$ cat src/rtl/knn_vote.sv
`default_nettype none
// ============================================================================
//  Module      : knn_vote
//  Description : Majority vote over the sorted KNN neighbour label list.
//                Histograms the labels of the first n valid neighbours,
//                then scans the per-class counters for the winner.
//                Optional macro KNN_VOTE_NEAREST_TIE_EN resolves equal-count
//                ties towards the class owning the nearest neighbour instead
//                of the lowest class index.
//  Revision    : 1.0  initial release
// ============================================================================
module knn_vote #(
    parameter int K       = 10,
    parameter int LABEL_W = 4,
    parameter int N_CLASS = 16,
    parameter int CNT_W   = $clog2(K + 1)
) (
    input  logic                 clk,
    input  logic                 rst,
    input  logic                 start,
    input  logic [CNT_W-1:0]     n_valid,
    input  logic [K*LABEL_W-1:0] labels_in,
    output logic                 busy,
    output logic                 done,
    output logic [LABEL_W-1:0]   class_out,
    output logic [CNT_W-1:0]     votes_out,
    output logic                 tie
);

    localparam int SCAN_W = (N_CLASS > 1) ? $clog2(N_CLASS) : 1;
    localparam logic [CNT_W-1:0]  c_K_CNT    = CNT_W'(K);
    localparam logic [SCAN_W-1:0] c_LAST_CLS = SCAN_W'(N_CLASS - 1);

    typedef enum logic [2:0] {
        S_IDLE  = 3'd0,
        S_CLEAR = 3'd1,
        S_COUNT = 3'd2,
        S_SCAN  = 3'd3,
        S_DONE  = 3'd4
    } state_t;

    state_t               state_q;
    logic [K*LABEL_W-1:0] labels_q;
    logic [CNT_W-1:0]     n_q;
    logic [CNT_W-1:0]     r_q;
    logic [SCAN_W-1:0]    c_q;
    logic [CNT_W-1:0]     cnt_q [N_CLASS];
    logic [LABEL_W-1:0]   best_cls_q;
    logic [CNT_W-1:0]     best_cnt_q;
    logic                 tie_r_q;
    logic                 done_q;
    logic [LABEL_W-1:0]   class_q;
    logic [CNT_W-1:0]     votes_q;
    logic                 tie_q;

    logic [LABEL_W-1:0]   best_cls_d;
    logic [CNT_W-1:0]     best_cnt_d;
    logic                 tie_r_d;

    logic [CNT_W-1:0]     w_n_clamped;
    logic [LABEL_W-1:0]   w_cur_label;
    logic [CNT_W-1:0]     w_scan_cnt;

`ifdef KNN_VOTE_NEAREST_TIE_EN
    logic [CNT_W-1:0]     first_rank_q [N_CLASS];
    logic [CNT_W-1:0]     best_rank_q;
    logic [CNT_W-1:0]     best_rank_d;
    logic [CNT_W-1:0]     w_scan_rank;
`endif

    assign busy      = (state_q != S_IDLE);
    assign done      = done_q;
    assign class_out = class_q;
    assign votes_out = votes_q;
    assign tie       = tie_q;

    assign w_n_clamped = (n_valid > c_K_CNT) ? c_K_CNT : n_valid;

    // Select the label at the current rank during COUNT
    always_comb begin
        w_cur_label = '0;
        for (int i = 0; i < K; i++) begin
            if (r_q == CNT_W'(i)) begin
                w_cur_label = labels_q[i*LABEL_W +: LABEL_W];
            end
        end
    end

    // Select the counter (and first rank) of the class being scanned
    always_comb begin
        w_scan_cnt = '0;
`ifdef KNN_VOTE_NEAREST_TIE_EN
        w_scan_rank = '0;
`endif
        for (int c = 0; c < N_CLASS; c++) begin
            if (c_q == SCAN_W'(c)) begin
                w_scan_cnt = cnt_q[c];
`ifdef KNN_VOTE_NEAREST_TIE_EN
                w_scan_rank = first_rank_q[c];
`endif
            end
        end
    end

    // Running-best update for one scanned class; a strictly larger count
    // takes over, an equal nonzero count only flags a tie
    always_comb begin
        best_cls_d = best_cls_q;
        best_cnt_d = best_cnt_q;
        tie_r_d    = tie_r_q;
`ifdef KNN_VOTE_NEAREST_TIE_EN
        best_rank_d = best_rank_q;
`endif
        if (w_scan_cnt > best_cnt_q) begin
            best_cls_d = LABEL_W'(c_q);
            best_cnt_d = w_scan_cnt;
            tie_r_d    = 1'b0;
`ifdef KNN_VOTE_NEAREST_TIE_EN
            best_rank_d = w_scan_rank;
`endif
        end else if ((w_scan_cnt == best_cnt_q) && (best_cnt_q != '0)) begin
            tie_r_d = 1'b1;
`ifdef KNN_VOTE_NEAREST_TIE_EN
            if (w_scan_rank < best_rank_q) begin
                best_cls_d  = LABEL_W'(c_q);
                best_rank_d = w_scan_rank;
            end
`endif
        end
    end

    // Control FSM, histogram counters and result registers
    always_ff @(posedge clk) begin
        if (rst) begin
            state_q    <= S_IDLE;
            labels_q   <= '0;
            n_q        <= '0;
            r_q        <= '0;
            c_q        <= '0;
            best_cls_q <= '0;
            best_cnt_q <= '0;
            tie_r_q    <= 1'b0;
            done_q     <= 1'b0;
            class_q    <= '0;
            votes_q    <= '0;
            tie_q      <= 1'b0;
            for (int c = 0; c < N_CLASS; c++) begin
                cnt_q[c] <= '0;
`ifdef KNN_VOTE_NEAREST_TIE_EN
                first_rank_q[c] <= c_K_CNT;
`endif
            end
`ifdef KNN_VOTE_NEAREST_TIE_EN
            best_rank_q <= c_K_CNT;
`endif
        end else begin
            done_q <= 1'b0;
            case (state_q)
                S_IDLE: begin
                    if (start) begin
                        labels_q <= labels_in;
                        n_q      <= w_n_clamped;
                        state_q  <= S_CLEAR;
                    end
                end
                S_CLEAR: begin
                    for (int c = 0; c < N_CLASS; c++) begin
                        cnt_q[c] <= '0;
`ifdef KNN_VOTE_NEAREST_TIE_EN
                        first_rank_q[c] <= c_K_CNT;
`endif
                    end
                    best_cls_q <= '0;
                    best_cnt_q <= '0;
                    tie_r_q    <= 1'b0;
`ifdef KNN_VOTE_NEAREST_TIE_EN
                    best_rank_q <= c_K_CNT;
`endif
                    r_q     <= '0;
                    c_q     <= '0;
                    state_q <= (n_q == '0) ? S_SCAN : S_COUNT;
                end
                S_COUNT: begin
                    // Labels outside the class range match no counter and
                    // simply consume their cycle
                    for (int c = 0; c < N_CLASS; c++) begin
                        if (w_cur_label == LABEL_W'(c)) begin
                            cnt_q[c] <= cnt_q[c] + 1'b1;
`ifdef KNN_VOTE_NEAREST_TIE_EN
                            if (cnt_q[c] == '0) begin
                                first_rank_q[c] <= r_q;
                            end
`endif
                        end
                    end
                    if (r_q == (n_q - 1'b1)) begin
                        state_q <= S_SCAN;
                    end else begin
                        r_q <= r_q + 1'b1;
                    end
                end
                S_SCAN: begin
                    best_cls_q <= best_cls_d;
                    best_cnt_q <= best_cnt_d;
                    tie_r_q    <= tie_r_d;
`ifdef KNN_VOTE_NEAREST_TIE_EN
                    best_rank_q <= best_rank_d;
`endif
                    if (c_q == c_LAST_CLS) begin
                        // Results load on the edge into DONE so they are
                        // already valid while done is high
                        class_q <= best_cls_d;
                        votes_q <= best_cnt_d;
                        tie_q   <= tie_r_d;
                        done_q  <= 1'b1;
                        state_q <= S_DONE;
                    end else begin
                        c_q <= c_q + 1'b1;
                    end
                end
                S_DONE: begin
                    state_q <= S_IDLE;
                end
                default: begin
                    state_q <= S_IDLE;
                end
            endcase
        end
    end

endmodule
`default_nettype wire

$ cat config.mk
export PLATFORM = sky130hd
export DESIGN_NAME = knn_vote
export DESIGN_NICKNAME = d
export VERILOG_FILES = /design/src/rtl/knn_vote.sv
export SDC_FILE = /design/constraint.sdc
export NUM_CORES = 1
export LEC_CHECK = 0
export CORE_MARGIN = 5
export CORE_UTILIZATION = 50
export CTS_CLUSTER_SIZE = 28
export DETAILED_ROUTE_END_ITERATION = 6
export PLACE_DENSITY = 0.68
export SETUP_SLACK_MARGIN = 0.3
export SKIP_CTS_REPAIR_TIMING = 1
export SLEW_MARGIN = 10
export SYNTH_ARGS = -nofsm -noshare
export SYNTH_HDL_FRONTEND = slang
export SYNTH_SLANG_ARGS = --single-unit
$ cat constraint.sdc
create_clock -name clk -period 4.4 [get_ports clk]
set_input_delay 1.32 -clock clk [delete_from_list [all_inputs] [get_ports clk]]
set_output_delay 1.32 -clock clk [all_outputs]
set_load 0.03 [all_outputs]
; Word level (Yosys, flattened, before mapping)
; Memory sizes are Yosys's and may differ from the RTL's.
; Index checks and enable logic that the tools add are counted.
[op_classes]
addsub = 19
magnitude_cmp = 2
eq_ne = 49
muxes = 145
bitwise_logic = 33
n_reduce_logical = 16
[op_table]
columns = cell, n
row1 = 4-bit 2-to-1 mux, 63
row2 = 1-bit 2-to-1 mux, 73
row3 = "4-bit by 1-bit adder with 4-bit output, second input constant", 18
row4 = "4-bit == test, second input constant", 18
row5 = "4-bit by 3-bit == test with 1-bit output, second input constant", 12
row6 = 1-bit bitwise OR, 32
row7 = 4-bit one-hot mux with 2 select lines, 4
row8 = "4-bit by 2-bit == test with 1-bit output, second input constant", 6
row9 = 4-bit zero test, 4
row10 = "4-bit by 1-bit == test with 1-bit output, second input constant", 3
row11 = 3-bit one-hot mux with 4 select lines, 1
row12 = "2-bit inequality test, second input constant", 5
row13 = 3-bit 2-to-1 mux, 3
row14 = 4-bit == test, 2
row15 = 2-bit AND reduction, 4
row16 = "3-bit by 2-bit == test with 1-bit output, second input constant", 2
row17 = 4-bit greater-than comparator, 1
row18 = "4-bit greater-than comparator, second input constant", 1
row19 = 2-bit nonzero test, 2
row20 = 4-bit nonzero test, 1
row21 = "4-bit by 1-bit subtractor with 4-bit output, second input constant", 1
row22 = "3-bit by 1-bit == test with 1-bit output, second input constant", 1
row23 = 3-bit zero test, 1
row24 = 3-bit AND reduction, 1
row25 = other kinds (5), 5
[word_totals]
register_bits = 74
ramBits = 64
inputBits = 47
out_inout_bits = 11
n_memories = 1
[memory_table]
columns = memory, words, word_bits, rd, rd_clocked_by_memory_dff, write_ports, line
row1 = cnt_q, 16, 4, 16, 0, 16, 47  ; logic [CNT_W-1:0] cnt_q [N_CLASS];

; Longest topological paths before layout
; Gate-level depths: netlist of the first run.
[depth]
ltp_word = 22
ltp_mapped = 20
ltp_nobuf = 17

; Worst setup path after synthesis of the first run
; OpenSTA, ideal clock, no wires.
[synth_timing]
path_kind = register -> register
from = register c_q[0]
to = register class_q[2], in the netlist class_out[2]
t_arrival_ns = 3.561
required_time_ns = 4.266
slack_ns = 0.705
path_stages_with_launch = 19
n_path_buf = 2
synth_period_minus_slack_ns = 3.695
path_cell_list = dfxtp_1 -> inv_1 -> ha_1 -> clkbuf_1 -> nor2b_1 -> a221o_1 -> nand3_1 -> a221oi_1 -> o32a_1 -> nor2b_1 -> inv_1 -> ha_1 -> nor2b_1 -> o21a_1 -> o21a_1 -> o21ai_1 -> buf_2 -> mux2i_1 -> a211oi_1
[synth_between]
elab_chain_len = 19
word_cells_on_any_way = 35
cone_classes = order compare (1) / eq/ne (15) / mux (17) / reduce/logical (2)
[synth_rtl]
columns = element, line
row1 = start: declaration, 46  ; logic [SCAN_W-1:0] c_q;
row2 = start signal: assignment, 218  ; c_q <= c_q + 1'b1;
row3 = 4-bit zero test, 96  ; if (c_q == SCAN_W'(c)) begin
row4 = 4-bit 2-to-1 mux (16 in a row), 96
row5 = 4-bit greater-than comparator, 114  ; if (w_scan_cnt > best_cnt_q) begin
row6 = 4-bit 2-to-1 mux, 114
row7 = end signal: assignment, 212  ; class_q <= best_cls_d;
row8 = end: declaration, 52  ; logic [LABEL_W-1:0] class_q;
; Several ways; a longest one is shown, not always the timed one.
; A chain may end at the register's enable or synchronous reset.

; Final worst setup path of the first run
[layout_timing]
from = register c_q[1]
to = register class_q[2], in the netlist class_out[2]
; Same word-level chain as after synthesis.

==> results of run 1 <==
synth_stat cells, types with 3 or more instances:
cell       instances  area, µm²
buf_2              7       35.0
a31oi_1            4       25.0
dfxtp_1           78       1560
o21a_1             5       37.5
a311oi_1           4       35.0
o31ai_1            7       52.6
o21ai_1            5       25.0
nor2_1            90        338
o21ai_0           29        145
clkbuf_1          36        135
nand3b_1          12       90.1
nor3_1            19       95.1
or3_1              4       25.0
a221oi_1           4       35.0
and2_1             4       25.0
xnor2_1           21        184
a2bb2oi_1          3       26.3
inv_1             36        135
nand4_1            5       31.3
nor4_1             5       31.3
nor3b_1            3       22.5
a211oi_1          12       90.1
a21o_1             3       22.5
a22oi_1           12       90.1
a32oi_1            4       35.0
a221o_1            3       30.0
mux2i_1            6       60.1
edfxtp_1          60       1800
o2bb2ai_1          3       26.3
xor2_1            20        175
o22ai_1            8       50.1
buf_4              3       22.5
or3_4              4       45.0
or2_1              4       25.0
a21oi_1           83        415
ha_1              30        375
nand2_1          137        514
nor2b_1           15       93.8
nand2b_1          12       75.1
nand3_1           24        120
inv_2              3       11.3
power by group through the flow:
stage	registers (µW)	clock network [µW]	logic, µW
6_report	1530	1390	494
5_1_grt	1540	1470	553
4_1_cts	1530	1410	495
3_5_place_dp	1560	0	491
3_3_place_gp	1550	0	481
2_1_floorplan	1520	0	357
final cells by class:
cell class / instances / area [µm²]
tap: 184 / 230
timing repair buffer: 73 / 686
clock inverter: 12 / 110
fill: 1269 / 5840
multi-input combinational: 634 / 3810
sequential: 138 / 3360
inverter: 39 / 146
clock buffer: 20 / 458
registers in the layout, indices dropped and copies added, names as in the netlist, 4 cells and up:
signal and cells:
best_cls_q 4, best_cnt_q 4, c_q 4, class_out 4, cnt_q 64, labels_q 40, n_q 4, r_q 4
votes_out 4
worst max-delay path, stage by stage (launching register included):
cell,delay (ns)
dfxtp_1,0.43
inv_1,0.13
ha_1,0.24
nor2b_1,0.18
a221o_1,0.30
nand3_1,0.08
a221oi_1,0.08
o32a_1,0.44
nor2b_1,0.18
inv_1,0.07
ha_1,0.28
nor2b_1,0.14
o21a_1,0.16
o21a_1,0.16
o21ai_1,0.15
buf_4,0.23
mux2i_1,0.22
a211oi_1,0.09
path summary, 6_finish.rpt:
kind	startpoint	end	slack, ns
setup / recovery	c_q[1]	class_out[2]	0.68
hold / removal	labels_q[20]	labels_q[20]	0.46
setup reg to reg	c_q[1]	class_out[2]	0.68
hold reg to reg	labels_q[20]	labels_q[20]	0.46
through the flow:
stage / utilization [%] / area (µm²)
final: 60.1 / 8800
after global routing: 60.1 / 8800
after CTS: 60.1 / 8790
after detailed placement: 56.2 / 8230
after global placement: 56.2 / 8230
after floorplan: - / 7530
kinds of logic (layout without fill, tap and decap cells):
logic type,after synthesis,after routing,share of synthesized area (%)
adders and majority gates,30,30,4.98
buffers and inverters,89,144,4.90
muxes,6,6,0.797
DFF,138,138,44.6
xor gates and xnor gates,41,41,4.77
and+or+nand+nor,351,351,22.2
AOI/OAI and AO/OA,206,206,17.7
cell usage in the layout, fill, tap and decap left out, drive strengths merged, types with 6 or more instances in the layout:
master           n
o21ai           34
a21oi           83
nor2            90
dfxtp           78
nand3           24
nand2b          13
o22ai            8
xor2            20
ha              30
or2              6
o31ai            7
buf             17
nand3b          13
clkdlybuf4s50   56
a221oi           6
nor2b           15
a22oi           12
a211oi          13
inv             45
nand2          138
or3              8
edfxtp          60
clkbuf          20
xnor2           21
mux2i            6
nor3            20
per-layer routing:
layer	global-route usage, %	wire (µm)	share of wire, %
met1	29.3	8620	46
met2	35.3	8850	47
met3	4.14	848	4.5
met4	7.62	365	2.0
met5	0	0	0
==> flow_summary.toml, run 1 <==
[outcome]
status = "finished clean"

[pwr]
internal-power_uw = 2450
p_switching_uw = 961
switching_share_pct = 28.1
pwr-share-comb_pct = 14.5
peakVddDrop_mv = 0.303
clkPwrFrac_pct = 40.7
powerDensity_nw_per_um2 = 388
p_leak_uw = 0.00323
total_power_uw = 3420
seq_power_share_pct = 44.9

[cells_and_area]
diodes = 0
layout-drive-gt1-share_pct = 7.64
stdcell_count = 1100
nNetsFinal = 980
syn_to_final_growth_pct = 16.9

[global_route]
grt_pass1_vias = 6169
grt_pass1_wl_um = 31100
grt_max_degree = 73
antenna_found_initial = 0
track_usage_pct = 21.8
grt_remaining_overflow = 0

[clock_tree]
cts_tree = "yes"
cts_max_level = 4
clk_pin_slew_worst_paths_ns = 0.06
cts_made_buffers = 17
cts_buffer_depth = 2
clk_latency_ns = 0.43
cts_sinks = 138
cts_root_buf = "clkbuf_16"

[floorplanning]
initial_core_util_pct = 51.4
die-area_um2 = 17600
die_h_um = 133
core-area_um2 = 14600
die_w_um = 133
ioPinCount = 58
fp-row-count = 44

[synth]
synth_edf_count = 60
synthDistinctLibCells = 66
syn-cell-area_um2 = 7530
synthCells = 861
syn_nets = 938
synth_seq_area_share_pct = 44.6
synth-warning-count = 0
syn_avg_cell_area_um2 = 8.75
ys_ff_latch = 138
ys_async_sr_fraction_pct = 0
ys.flop_type = "dfxtp_1"

[sta]
fin_tns_setup_ns = 0
slew_headroom_pct = 48.7
worstMarginPinSlew_ns = 0.770
worst_slack_ns = 0.682
fin_crit_sh_pct = 84.5
finalSetupViolCount = 0
fin_skew_ns = 0.00906
rsz0062_at_grt = "no"
min_period_ns = 3.72
hold_viol = 0
slew_violations = 0
timing.fmax_mhz = 269
timing.hold.ws_ns = 0.457

[hold_path]
min_path_type = "flip-flop to flip-flop"
hold_depth = 2

[route]
drc = 0
drt.antenna.violating_nets = 0
post_drt_wl_per_cell_um = 17.0
routed-via-count = 6322
drt_iter0_markers = 601
wirelength_um = 18700
vias_per_cell = 5.75
dr.pass1.iters = 7

[critical_path]
worstRegToRegCells = 17
cp.arrival_ns = 3.99
crit_required_ns = 4.68
start_kind = "flip-flop"
endpoint_kind = "flip-flop"
crit_type = "flip-flop to flip-flop"
crit_fanout = 12

[place]
numPortBuffers = 57
pre_cts_ws_ns = 0.514
dpl.hpwl_um = 13600
place_congestion = 0.909
placed_cells = 1068

[job]
maxCapViolations = 0
Power figures use the tool's default switching activity.
==> run 2: changes to the inputs <==
- clock period: 4.4 -> 3.5 ns (I/O delays scaled with it)
==> run 2 against run 1 <==
  * Register-to-register slack got worse by 0.59 ns
  * Clock power up 26%
  * Cell area grew 5.7%
  * Largest cell class unchanged
==> flow_summary.toml, run 2 (synthesis gave the netlist of run 1 again) <==
[outcome]
status = "finished clean"

[critical_path]
crit_required_ns = 3.79
crit_type = "flip-flop to flip-flop"
endpoint_kind = "flip-flop"
cp.arrival_ns = 3.70
crit_fanout = 7
start_kind = "flip-flop"

[place]
place_congestion = 0.962
dpl.hpwl_um = 14500
pre_cts_ws_ns = 0.00704
numPortBuffers = 57
place_area_um2 = 8460

[cells_and_area]
fin_area_um2 = 9310
diodes = 0
layout-drive-gt1-share_pct = 15.3
syn_to_final_growth_pct = 23.6
nNetsFinal = 1012
finish.utilization_pct = 63.6
max_flop_register = "cnt_q"
final_common_cell = "nand2_1"
layout_common_cells = "137 x nand2_1, 88 x nor2_1, 81 x a21oi_1, 74 x dfxtp_1, 60 x edfxtp_1"
largestRegisters = "cnt_q x64, labels_q x40"
largest_reg_flops = 64

[floorplanning]
die_h_um = 133
ioPinCount = 58
die_w_um = 133
initial_core_util_pct = 51.4
fp-row-count = 44
die-area_um2 = 17600
core-area_um2 = 14600

[sta]
hold_viol = 0
rsz0062_at_grt = "yes"
fin_crit_sh_pct = 97.5
min_period_ns = 3.41
fin_skew_ns = 0.00851
finalSetupViolCount = 0
timing.fmax_mhz = 293
worstMarginPinSlew_ns = 0.645
worst_slack_ns = 0.0879
slew_headroom_pct = 57.0
slew_violations = 0

[route]
wl_met2_um = 9270
drc = 0
wirelength_um = 20000
dr.max_layer_used = "met4"
met1Wirelength_um = 9190
routed-wl-met3_um = 1050
post_drt_wl_per_cell_um = 17.6
dr.pass1.iters = 5
vias_per_cell = 5.77
routed-via-count = 6530
drt_iter0_markers = 461
drt.antenna.violating_nets = 0

[global_route]
track_usage_pct = 22.3
grt_pass1_vias = 6383
antenna_found_initial = 0
grt_remaining_overflow = 0
grt_pass1_wl_um = 31700
grt_max_degree = 55

[clock_tree]
clk_latency_ns = 0.42
cts_max_level = 4
cts_tree = "yes"
clk_pin_slew_worst_paths_ns = 0.06
cts_buffer_depth = 2
cts_made_buffers = 17
cts_root_buf = "clkbuf_16"
cts_sinks = 138

[pwr]
powerDensity_nw_per_um2 = 471
peakVddDrop_mv = 0.342
p_leak_uw = 0.00345

[job]
maxCapViolations = 0

[hold_path]
min_path_type = "flip-flop to flip-flop"
==> run 2: worst paths after layout <==
path | start | to | slack [ns] | cells after the start
worst max register to register | c_q[0] | votes_out[2] | 0.09 | 17
worst max-delay path | c_q[0] | votes_out[2] | 0.09 | 17
worst min register to register | labels_q[2] | labels_q[2] | 0.46 | 2
worst min-delay path | labels_q[2] | labels_q[2] | 0.46 | 2
==> run 2: power by group <==
group / internal, µW / switching (µW)
clock: 1030 / 721
combinational: 301 / 405
sequential: 1810 / 125
==> run 2: worst max-delay path, stage by stage, from the launching register on <==
cell	delay [ns]
dfxtp_4	0.40
inv_6	0.06
ha_4	0.17
nor2b_4	0.13
a221o_1	0.31
nand3_2	0.08
a221oi_2	0.06
o32a_1	0.40
nor2b_2	0.17
inv_2	0.06
ha_4	0.21
nor2b_4	0.11
o21a_1	0.16
o21a_1	0.20
o21ai_4	0.28
buf_6	0.18
mux2i_2	0.21
a211oi_2	0.09
==> run 2: per-layer routing <==
metal	global-route usage (%)	vias to the layer above
met5	0	-
met2	35.3	167
met4	7.22	0
met3	4.94	41
li1	-	3189
met1	30.7	3133
==> run 2: through the flow <==
step           total power, µW  hold slack, ns  cells  TNS, ns
3_3_place_gp              2600           0.442   1094  -0.0126
2_1_floorplan             2370           0.431    861        0
3_5_place_dp              2620           0.450   1094        0
5_1_grt                   4570           0.468   1132  -0.0556
6_report                  4390           0.456   1132        0
4_1_cts                   4370           0.458   1126  -0.0397
==> run 2: cell type report <==
type / instances / area, µm²
tap: 184 / 230
sequential: 138 / 3370
clock buffer: 21 / 460
timing repair buffer: 105 / 945
fill: 1245 / 5340
multi-input combinational: 634 / 4040
inverter: 39 / 151
clock inverter: 11 / 111
==> run 3: changes to the inputs <==
- clock period: 3.5 -> 4 ns (I/O delays scaled with it)
==> run 3 against run 2 <==
  * Combinational power is 20% lower
  * Clock power decreased by 13%
  * Flip-flop and latch count stayed put
  * Critical path depth rose by 2
  * Total power decreased by 14%
  * Non-clock buffer count decreased by 24
  * Worst setup slack better by 0.38 ns
  * Critical path type unchanged
  * Largest cell class unchanged
  * Largest power group unchanged
==> flow_summary.toml, run 3 (synthesis gave the netlist of run 1 again) <==
[outcome]
status = "finished clean"

[clock_tree]
cts_sinks = 138
cts_tree = "yes"
cts_made_buffers = 17
clk_latency_ns = 0.42
clk_pin_slew_worst_paths_ns = 0.06
cts_buffer_depth = 2
cts_max_level = 4
cts_root_buf = "clkbuf_16"

[floorplanning]
initial_core_util_pct = 51.4
die_h_um = 133
fp-row-count = 44
die_w_um = 133
die-area_um2 = 17600
core-area_um2 = 14600
ioPinCount = 58

[sta]
hold_viol = 0
fin_tns_setup_ns = 0
slew_headroom_pct = 52.4
worst_slack_ns = 0.469
rsz0062_at_grt = "yes"
worstMarginPinSlew_ns = 0.714
slew_violations = 0
finalSetupViolCount = 0
timing.fmax_mhz = 283
min_period_ns = 3.53
fin_crit_sh_pct = 88.3
fin_skew_ns = 0.00854

[global_route]
grt_pass1_vias = 6344
grt_pass1_wl_um = 32000
track_usage_pct = 22.5
grt_max_degree = 49
antenna_found_initial = 0
grt_remaining_overflow = 0

[critical_path]
worstRegToRegCells = 19
start_kind = "flip-flop"
endpoint_kind = "flip-flop"
crit_type = "flip-flop to flip-flop"
crit_required_ns = 4.35
cp.arrival_ns = 3.88
crit_fanout = 15

[cells_and_area]
largest_reg_flops = 64
nNetsFinal = 988
layout_common_cells = "137 x nand2_1, 89 x nor2_1, 83 x a21oi_1, 76 x dfxtp_1, 60 x edfxtp_1"
max_flop_register = "cnt_q"
stdcell_count = 1108
final_common_cell = "nand2_1"
diodes = 0
syn_to_final_growth_pct = 18.9
largestRegisters = "cnt_q x64, labels_q x40"
layout-drive-gt1-share_pct = 9.20

[place]
placed_cells = 1075
pre_cts_ws_ns = 0.208
place_congestion = 0.919
dpl.hpwl_um = 14300
numPortBuffers = 57

[pwr]
clkPwrFrac_pct = 40.3
internal-power_uw = 2730
seq_power_share_pct = 44.7
p_leak_uw = 0.00330
peakVddDrop_mv = 0.278
powerDensity_nw_per_um2 = 422
p_switching_uw = 1050
switching_share_pct = 27.7
pwr-share-comb_pct = 14.9

[hold_path]
min_path_type = "flip-flop to flip-flop"
hold_depth = 2

[route]
drt_iter0_markers = 518
drt.antenna.violating_nets = 0
routed-via-count = 6426
dr.pass1.iters = 5
drc = 0
wirelength_um = 19700
post_drt_wl_per_cell_um = 17.8
vias_per_cell = 5.80

[job]
maxCapViolations = 0
## run 3: changes by cell type in the layout (fill, tap and decap cells not counted), sizes merged
cell	before	now
buf	49	24
clkbuf	21	25
inv	44	42
bufinv	1	0
## run 3: layout make-up
type                    count  area (µm²)
clock buffers              24         524
clock inverters             8        53.8
fillers                  1285        5690
inverters                  39         146
multi-input cells         634        3850
flip-flops and latches    138        3370
well taps                 184         230
repair buffers             81         779
## run 3: worst paths after layout
check	from	slack (ns)	to
max reg2reg	c_q[1]	0.47	best_cnt_q[2]
max	c_q[1]	0.47	best_cnt_q[2]
min	tie	0.45	tie
min reg2reg	tie	0.45	tie
## run 3: layer usage
layer	track usage, %	part of all wire, %
met5	0	0
met4	7.91	2.1
met3	5.01	6.1
met2	35.9	47
met1	30.2	45
## run 3: power groups by stage
| stage | Sequential (µW) | Clock [µW] | Combinational, µW |
|---|---|---|---|
| 6_report | 1690 | 1520 | 564 |
| 5_1_grt | 1700 | 1620 | 628 |
| 4_1_cts | 1690 | 1550 | 553 |
| 3_5_place_dp | 1720 | 0 | 548 |
| 3_3_place_gp | 1710 | 0 | 533 |
| 2_1_floorplan | 1670 | 0 | 393 |
## run 3: critical path: stages (launching register included)
cell      delay (ns)
dfxtp_4         0.36
inv_1           0.13
ha_4            0.19
buf_12          0.14
nor2b_1         0.07
a221o_1         0.30
nand3_1         0.08
a221oi_1        0.08
o32a_1          0.39
nor2b_2         0.15
inv_1           0.05
ha_1            0.28
nor2b_1         0.14
o21a_1          0.16
o21a_1          0.18
o21ai_2         0.15
buf_4           0.17
a21o_4          0.17
a22oi_1         0.08
o22ai_1         0.18
## run 3: stage by stage
step                      power, µW  hold WS [ns]  utilization [%]  area, µm²
after global placement         2240         0.444             56.6       8290
after detailed placement       2260         0.447             56.6       8290
final                          3780         0.454             61.2       8950
after CTS                      3790         0.455             60.6       8870
after global routing           3940         0.481             61.2       8950
after floorplan                2060         0.431                -       7530
